`src/rtl/sdram_arb_pkg.sv`:
```
// Shared types and default widths for the SDRAM port arbiter.
package sdram_arb_pkg;

  // Arbiter FSM: IDLE searches for a requester, BUSY owns the SDRAM port.
  typedef enum logic {
    IDLE = 1'b0,
    BUSY = 1'b1
  } state_t;

  // Latched command of the granted requester.
  typedef enum logic {
    CMD_READ  = 1'b0,
    CMD_WRITE = 1'b1
  } cmd_t;

  localparam int DEF_ADDR_W = 23;
  localparam int DEF_DATA_W = 32;

endpackage

```
`src/rtl/rr_pick.sv`:
```
// Combinational round-robin search: first active index after i_last, wrapping
// modulo N (works for non-power-of-2 N).
module rr_pick #(
  parameter int N  = 4,
  parameter int IW = $clog2(N)
) (
  input  logic [N-1:0]  i_active,
  input  logic [IW-1:0] i_last,
  output logic          o_hit,
  output logic [IW-1:0] o_idx
);

  logic [IW-1:0] w_cand;

  // Walk candidates last+1 .. last+N; the first active one wins.
  always_comb begin
    o_hit  = 1'b0;
    o_idx  = '0;
    w_cand = '0;
    for (int i = 1; i <= N; i++) begin
      w_cand = IW'((int'(i_last) + i) % N);
      if (!o_hit && i_active[w_cand]) begin
        o_hit = 1'b1;
        o_idx = w_cand;
      end
    end
  end

endmodule

```
`src/rtl/sdram_port_arbiter.sv`:
```
// Round-robin arbiter sharing one SDRAM read/write/finished port among N_REQ
// requesters. One transaction in flight; the winner's command is latched and the
// finished pulse / read data are routed back to it only.
//
// Handshake: a requester raises req_read and/or req_write (write wins if both)
// and holds it with stable address/data until it sees its req_finished bit for
// one cycle; changes while granted are ignored because the command is latched.
// sdram_read/sdram_write stay high until sdram_finished is seen in BUSY.
//
// Optional macro ARB_TIMEOUT_EN: a BUSY watchdog that force-completes the
// transaction after TIMEOUT_CYCLES with zero read data and sets sticky
// timeout_err. Without it BUSY waits indefinitely and timeout_err is 0.
// The busy output is the FSM state view (1 = BUSY).
module sdram_port_arbiter
  import sdram_arb_pkg::*;
#(
  parameter int N_REQ          = 4,
  parameter int ADDR_W         = DEF_ADDR_W,
  parameter int DATA_W         = DEF_DATA_W,
  parameter int TIMEOUT_CYCLES = 1024
) (
  input  logic                           i_clk,
  input  logic                           i_rst,
  input  logic [N_REQ-1:0]               req_read,
  input  logic [N_REQ-1:0]               req_write,
  input  logic [N_REQ-1:0][ADDR_W-1:0]   req_addr,
  input  logic [N_REQ-1:0][DATA_W-1:0]   req_writedata,
  output logic [DATA_W-1:0]              req_readdata,
  output logic [N_REQ-1:0]               req_finished,
  output logic                           sdram_read,
  output logic                           sdram_write,
  output logic [ADDR_W-1:0]              sdram_addr,
  output logic [DATA_W-1:0]              sdram_writedata,
  input  logic [DATA_W-1:0]              sdram_readdata,
  input  logic                           sdram_finished,
  output logic [$clog2(N_REQ)-1:0]       grant_id,
  output logic                           busy,
  output logic                           timeout_err
);

  localparam int IW = $clog2(N_REQ);

  state_t            r_state;
  state_t            w_state_nxt;
  cmd_t              r_cmd;
  logic [IW-1:0]     r_last;
  logic [IW-1:0]     r_grant;
  logic [ADDR_W-1:0] r_addr;
  logic [DATA_W-1:0] r_wdata;

  logic [N_REQ-1:0]  w_active;
  logic              w_hit;
  logic [IW-1:0]     w_pick;
  logic              w_load;
  logic              w_done;
  logic              w_timeout_fire;

  assign w_active = req_read | req_write;

  rr_pick #(
    .N  (N_REQ),
    .IW (IW)
  ) u_rr_pick (
    .i_active (w_active),
    .i_last   (r_last),
    .o_hit    (w_hit),
    .o_idx    (w_pick)
  );

`ifdef ARB_TIMEOUT_EN
  localparam int TCW = $clog2(TIMEOUT_CYCLES + 1);

  logic [TCW-1:0] r_tcnt;
  logic           r_timeout;

  // Count BUSY cycles; cleared in IDLE so each grant starts from zero.
  always_ff @(posedge i_clk or posedge i_rst) begin
    if (i_rst) begin
      r_tcnt    <= '0;
      r_timeout <= 1'b0;
    end else begin
      if (r_state == IDLE) begin
        r_tcnt <= '0;
      end else if (!w_done) begin
        r_tcnt <= r_tcnt + 1'b1;
      end
      if (w_timeout_fire) begin
        r_timeout <= 1'b1;
      end
    end
  end

  // Fires on the TIMEOUT_CYCLES-th BUSY cycle if the SDRAM has not finished.
  assign w_timeout_fire = (r_state == BUSY) && !sdram_finished &&
                          (r_tcnt == TCW'(TIMEOUT_CYCLES - 1));
  assign timeout_err    = r_timeout;
  assign req_readdata   = w_timeout_fire ? '0 : sdram_readdata;
`else
  logic w_unused_timeout;

  assign w_unused_timeout = |TIMEOUT_CYCLES;
  assign w_timeout_fire   = 1'b0;
  assign timeout_err      = 1'b0;
  assign req_readdata     = sdram_readdata;
`endif

  // FSM state register.
  always_ff @(posedge i_clk or posedge i_rst) begin
    if (i_rst) begin
      r_state <= IDLE;
    end else begin
      r_state <= w_state_nxt;
    end
  end

  // Next state: grant on any active requester, release on SDRAM completion.
  always_comb begin
    w_state_nxt = r_state;
    w_load      = 1'b0;
    w_done      = 1'b0;
    case (r_state)
      IDLE: begin
        if (w_hit) begin
          w_load      = 1'b1;
          w_state_nxt = BUSY;
        end
      end
      BUSY: begin
        if (sdram_finished || w_timeout_fire) begin
          w_done      = 1'b1;
          w_state_nxt = IDLE;
        end
      end
    endcase
  end

  // Latch the winner's command, address and data; the pointer restarts at
  // N_REQ-1 so requester 0 is served first after reset.
  always_ff @(posedge i_clk or posedge i_rst) begin
    if (i_rst) begin
      r_last  <= IW'(N_REQ - 1);
      r_grant <= '0;
      r_addr  <= '0;
      r_wdata <= '0;
      r_cmd   <= CMD_READ;
    end else if (w_load) begin
      r_last  <= w_pick;
      r_grant <= w_pick;
      r_addr  <= req_addr[w_pick];
      r_wdata <= req_writedata[w_pick];
      r_cmd   <= req_write[w_pick] ? CMD_WRITE : CMD_READ;
    end
  end

  assign busy            = (r_state == BUSY);
  assign sdram_read      = busy && (r_cmd == CMD_READ);
  assign sdram_write     = busy && (r_cmd == CMD_WRITE);
  assign sdram_addr      = r_addr;
  assign sdram_writedata = r_wdata;
  assign grant_id        = r_grant;
  assign req_finished    = w_done ? (N_REQ'(1) << r_grant) : '0;

endmodule
```
`config.mk`:
```
export PLATFORM = sky130hd
export DESIGN_NAME = sdram_port_arbiter
export DESIGN_NICKNAME = d
export VERILOG_FILES = /design/src/rtl/sdram_arb_pkg.sv /design/src/rtl/rr_pick.sv /design/src/rtl/sdram_port_arbiter.sv
export SDC_FILE = /design/constraint.sdc
export NUM_CORES = 1
export LEC_CHECK = 0
export CORE_AREA = 4 4 136 138
export CTS_BUF_LIST = sky130_fd_sc_hd__clkbuf_2 sky130_fd_sc_hd__clkbuf_4 sky130_fd_sc_hd__clkbuf_8
export DETAILED_ROUTE_END_ITERATION = 16
export DIE_AREA = 0 0 140 142
export GPL_ROUTABILITY_DRIVEN = 1
export GPL_TIMING_DRIVEN = 0
export PLACE_DENSITY_LB_ADDON = 0.05
export SLEW_MARGIN = 20
export SYNTH_ARGS = -nofsm -noshare
export SYNTH_HDL_FRONTEND = slang
export SYNTH_SLANG_ARGS = --single-unit
```
`constraint.sdc`:
```
create_clock -name i_clk -period 1.9 [get_ports i_clk]
set_clock_uncertainty 0.15 [all_clocks]
set_input_delay 0.38 -clock i_clk [delete_from_list [all_inputs] [get_ports i_clk]]
set_output_delay 0.38 -clock i_clk [all_outputs]
set_load 0.05 [all_outputs]
```
## Word-level counts from Yosys, hierarchy flattened

Index checks and enable logic that the tools add are counted.

- Register bits after elaboration: 61
- Output and inout bits: 97
- Logic and storage cells: 57
- Input bits: 263

- Magnitude comparators: 5
- Bitwise operators: 3
- Add/sub/neg operators: 4
- Reductions and logical operators: 8
- Shifts and indexed selects: 1
- Multiplexer cells: 30

Operators by type and width:

| kind | number |
|---|---|
| 32-bit binary-select mux with 2-bit select | 1 |
| 23-bit binary-select mux with 2-bit select | 1 |
| 32-bit two-way mux | 1 |
| 23-bit two-way mux | 1 |
| 2-bit by 3-bit less-than comparator with 1-bit output (second input constant) | 5 |
| 1-bit two-way mux | 15 |
| 1-bit binary-select mux with 2-bit select | 5 |
| 2-bit two-way mux | 4 |
| 1-bit logical AND | 5 |
| 2-bit by 1-bit adder with 2-bit output (second input constant) | 2 |
| 2-bit adder (second input constant) | 2 |
| 4-bit two-way mux | 1 |
| 4-bit OR | 1 |
| 1-bit by 2-bit << shifter with 4-bit output (first input constant) | 1 |
| 1-bit zero test | 3 |
| 1-bit inverter | 2 |
| 1-bit one-hot mux with 2 select lines | 1 |

## Depth between registers and ports, before layout

- Word-level depth: 16
- Depth in mapped cells: 8
- Depth with buffers taken out: 5

## Hierarchy

From an unflattened synthesis, not the netlist that was laid out.

- Cells, all modules: 260
- Area total of the unflattened synthesis: 4095.2 um^2

By module, submodules not included:

| module | seq. area each (um^2) | cells each | instances | area each (um^2) |
|---|---|---|---|---|
| sdram_port_arbiter | 1529.0 | 246 | 1 | 4003.8 |
| rr_pick | 0.0 | 14 | 1 | 91.3 |

## Least setup slack after synthesis

Ideal clock, no wire load.

- Path type: reg2out
- Start point: reg r_state, in the netlist busy
- End point: out req_finished[0]
- Path buffers: 1
- Path slack: -686 ps
- Arrival: 2056 ps
- Cell stages (with the launch flop): 4
- Required time: 1370 ps
- Cells stage by stage: dfrtp_1 > clkbuf_1 > nand2_1 > nor3_1

- Longest elaborated chain between the ends: 2

Ends and longest elaborated chain:

| element | RTL line | source |
|---|---|---|
| start: declaration | sdram_port_arbiter.sv:43 | `state_t r_state;` |
| start signal: assignment | sdram_port_arbiter.sv:112 | `r_state <= w_state_nxt;` |
| 1-bit two-way mux | sdram_port_arbiter.sv:121 | `case (r_state)` |
| 4-bit two-way mux | sdram_port_arbiter.sv:161 | `assign req_finished = w_done ? (N_REQ'(1) << r_grant) : '0;` |
| end: declaration | sdram_port_arbiter.sv:29 | `output logic [N_REQ-1:0] req_finished,` |

No other way between the ends.

## Worst setup path in the final report

- Start point: reg r_last[0]
- End point: reg r_wdata[3], in the netlist sdram_writedata[3]

- Longest elaborated chain between the ends: 15
- Elaborated cells between the ends (all ways): 30

Ends and longest elaborated chain:

| element | RTL line | source |
|---|---|---|
| start: declaration | sdram_port_arbiter.sv:46 | `logic [IW-1:0] r_last;` |
| start signal: assignment | sdram_port_arbiter.sv:141 | `r_last <= IW'(N_REQ - 1);` |
| start signal: assignment | sdram_port_arbiter.sv:147 | `r_last <= w_pick;` |
| 2-bit by 1-bit adder with 2-bit output | rr_pick.sv:21 | `w_cand = IW'((int'(i_last) + i) % N);` |
| 1-bit binary-select mux with 2-bit select | rr_pick.sv:22 | `if (!o_hit && i_active[w_cand]) begin` |
| 1-bit two-way mux (not written as such) | rr_pick.sv:22 |  |
| 1-bit two-way mux | rr_pick.sv:22 |  |
| 1-bit zero test | rr_pick.sv:22 |  |
| 1-bit logical AND | rr_pick.sv:22 |  |
| 1-bit two-way mux | rr_pick.sv:22 |  |
| 1-bit zero test | rr_pick.sv:22 |  |
| 1-bit logical AND | rr_pick.sv:22 |  |
| 1-bit two-way mux | rr_pick.sv:22 |  |
| 1-bit zero test | rr_pick.sv:22 |  |
| 1-bit logical AND | rr_pick.sv:22 |  |
| 2-bit two-way mux or 1-bit two-way mux (tied branches) | rr_pick.sv:22 |  |
| 32-bit binary-select mux with 2-bit select or 1-bit two-way mux (tied branches) | sdram_port_arbiter.sv:150, sdram_port_arbiter.sv:123 |  |
| 32-bit two-way mux (not written as such) or 1-bit two-way mux (tied branches) | sdram_port_arbiter.sv:150, sdram_port_arbiter.sv:121 |  |
| end signal: assignment | sdram_port_arbiter.sv:150 | `r_wdata <= req_writedata[w_pick];` |
| end: declaration | sdram_port_arbiter.sv:49 | `logic [DATA_W-1:0] r_wdata;` |

Parallel ways exist; a longest one is shown, timed or not. The select of a mux whose other input is x is not followed.
A chain may end at the register's enable or synchronous reset.

==> flow_metrics.py <==
metrics = {
    "die": {
        "io_pins": 360,
        "num_rows": 48,
        "dieWidth_um": 140,
        "die-area_mm2": 0.0199,
        "initial_core_util": 0.249,
        "dieHeight_um": 142,
        "core-area_mm2": 0.0172,
    },
    "worst_setup_path": {
        "critPathKind": "reg2reg",
        "r2r_cells": 7,
        "path_cells": "o221ai_4, buf_4, buf_4, a21o_4, buf_12, a211oi_4, a211oi_1",
        "r2r-start": "r_last[0]",
        "rrSetupSlack_ns": -0.18,
        "start_kind": "flop",
        "path_depth": 7,
        "crit_family": "compound AO/OA/AOI/OAI gates",
        "slowest_stage": "dfstp_2",
        "cp-startpoint": "r_last[0]",
        "cp.required_ns": 1.98,
        "worst-path-buf-inv": 3,
        "crit_end": "sdram_writedata[3]",
        "cp_max_fo": 10,
        "r2r-end": "sdram_writedata[3]",
        "worstPathArrival_ns": 2.16,
        "end_kind": "flop",
        "max_stage_delay_ns": 0.62,
        "path_common_cell": "buf_4",
    },
    "cts": {
        "htreeDepth": 3,
        "clk_pin_slew_ns": 0.06,
        "cts_buffer_depth": 2,
        "cts_buffers": 9,
        "ctsHoldBuffers": 0,
        "cts.sinks": 61,
        "cts_tree": "yes",
        "cts.root.buffer_cell": "clkbuf_8",
        "insertion_delay_ns": 0.35,
    },
    "sta": {
        "tightestPinTransition_ns": 0.570,
        "min_period_ns": 2.08,
        "timing.fmax_ghz": 0.480,
        "hold_viol": 0,
        "drv_slew": 0,
        "slew_headroom": 0.622,
        "rsz0062_at_grt": "yes",
        "fin_setup_tns_ns": -6.59,
        "layout_setup_ws_ns": -0.181,
        "setup_viol": 58,
        "fin_crit_sh": 1.10,
    },
    "placement": {
        "dp_hpwl_mm": 15.9,
        "dp_slack_ns": -1.04,
        "place.gp.congestion": 0.931,
        "dp_cells": 1001,
        "port_buffers": 326,
    },
    "yosys": {
        "synth-seq-cells": 61,
        "syn_inst": 448,
        "synth-seq-area-share": 0.357,
        "yosysUniqueCellTypes": 30,
        "yosysWarningCount": 0,
        "synth_area_per_cell_um2": 9.56,
        "syn-cell-area_mm2": 0.00428,
        "syn_nets": 711,
        "async_flop_share": 1.00,
        "synth_edf_count": 0,
        "synthFlopType": "dfrtp_1",
    },
    "min_path": {
        "hold_path_class": "in2async",
    },
    "routing": {
        "vias": 5119,
        "drtIter0Drc": 178,
        "drt_first_pass_iters": 4,
        "wirelength_mm": 21.7,
        "drc_errors": 0,
        "wire_per_inst_um": 20.2,
        "vias_per_cell": 4.78,
        "ant_nets": 0,
    },
    "cells_and_area": {
        "drive_above_1_share": 0.359,
        "final_cells": 1072,
        "syn_to_final_growth_pct": 133,
        "fin_nets": 1103,
    },
    "grt": {
        "grt_util_all_layers": 0.204,
        "grt_pass1_wl_mm": 31.6,
        "globalRouteOverflowTotal": 0,
        "grt_max_degree": 31,
        "grt_pass1_vias": 5561,
        "antenna_found_initial": 1,
    },
    "pwr": {
        "p_per_area_mw_per_mm2": 1340,
        "leakage_nw": 4.04,
        "max-vdd-ir-drop_uv": 551,
    },
    "outcome": {
        "violations": "setup timing",
        "status": "finished with violations",
    },
    "job": {
        "max_cap_viol_count": 0,
    },
}
[metal layers]
layer	global-route usage	share of wire	vias up
li1	-	-	2404
met1	0.238	0.38	2449
met2	0.367	0.53	238
met3	0.0494	0.072	28
met4	0.0714	0.021	0
met5	0	0	-
[final cells by class]
type	count	area (um2)
clock inverter	1	5.00
timing repair buffer	389	3970
fill	1453	7180
buffer	62	624
inverter	29	119
clock buffer	15	181
antenna	2	5.00
sequential	61	1530
tap	225	282
multi-input combinational	288	3280
[layout by cell type (no fill, tap or decap), drive strengths merged, types with 2 or more instances in the layout]
cell type,n
a211oi,76
a21oi,4
buf,125
clkbuf,25
clkdlybuf4s15,5
clkdlybuf4s50,253
clkinvlp,2
dfrtp,59
dfstp,2
diode,2
dlygate4sd2,57
inv,27
mux2i,87
nand2,36
nor2,32
nor3,4
nor4,4
o221ai,33
or2,2
[flip-flops by register name (all words and copies together), names as in the netlist]
name             count
r_last               2
r_cmd                1
sdram_addr          23
grant_id             2
sdram_writedata     32
busy                 1
[metrics by stage]
step | total power, W | utilization | area, um2 | hold WS [ns]
2_1_floorplan | 0.00708 | - | 4400 | 0.341
3_3_place_gp | 0.00964 | 0.463 | 7950 | 0.321
3_5_place_dp | 0.00974 | 0.465 | 7990 | 0.323
4_1_cts | 0.0128 | 0.552 | 9470 | 0.0758
5_1_grt | 0.0140 | 0.582 | 9990 | 0.0910
6_report | 0.0134 | 0.582 | 10000 | 0.107
[worst register-to-register path, stage by stage, from the launching register on]
cell      delay, ns
dfstp_2        0.62
o221ai_4       0.14
buf_4          0.16
buf_4          0.13
a21o_4         0.25
buf_12         0.17
a211oi_4       0.27
a211oi_1       0.07
[power breakdown]
part | internal [W] | switching, W
combinational | 0.00438 | 0.00561
sequential | 0.00193 | 0.000371
clock | 0.000602 | 0.000505
total | 0.00691 | 0.00648
[kinds of logic after synthesis]
family,Yosys count,share of synthesized area
muxes,87,0.203
buffers and inverters,99,0.132
other,1,0.000875
AOI/OAI and AO/OA,118,0.223
DFF,61,0.357
and+or+nand+nor,82,0.0841
[repair_timing]
action,4_1_cts,5_1_grt
gates resized for setup,302,111
gates cloned,9,2
buffers inserted,45,12
endpoints found under the setup margin,124,64
pin swaps,59,43
[cells in the mapped netlist (all sizes together) (2+ instances only)]
library cell	number	area share
a21oi	4	0.0047
nor3	4	0.0047
a211oi	76	0.14
o221ai	33	0.072
clkbuf	15	0.013
dfrtp	59	0.34
mux2i	87	0.20
nor4	4	0.010
inv	29	0.025
or2	2	0.0029
dfstp	2	0.012
nor2	32	0.029
buf	55	0.094
nand2	36	0.032
[worst min path at each step]
stage,start,to,cells past startpoint
global placement,sdram_writedata[23],sdram_writedata[23],2
floorplan,i_rst,grant_id[0],1
detailed placement,sdram_addr[16],sdram_addr[16],2
global route,i_rst,sdram_addr[7],2
CTS,i_rst,sdram_addr[7],2
finish,i_rst,sdram_addr[7],2
No activity file was read; power rests on OpenSTA's default activity.
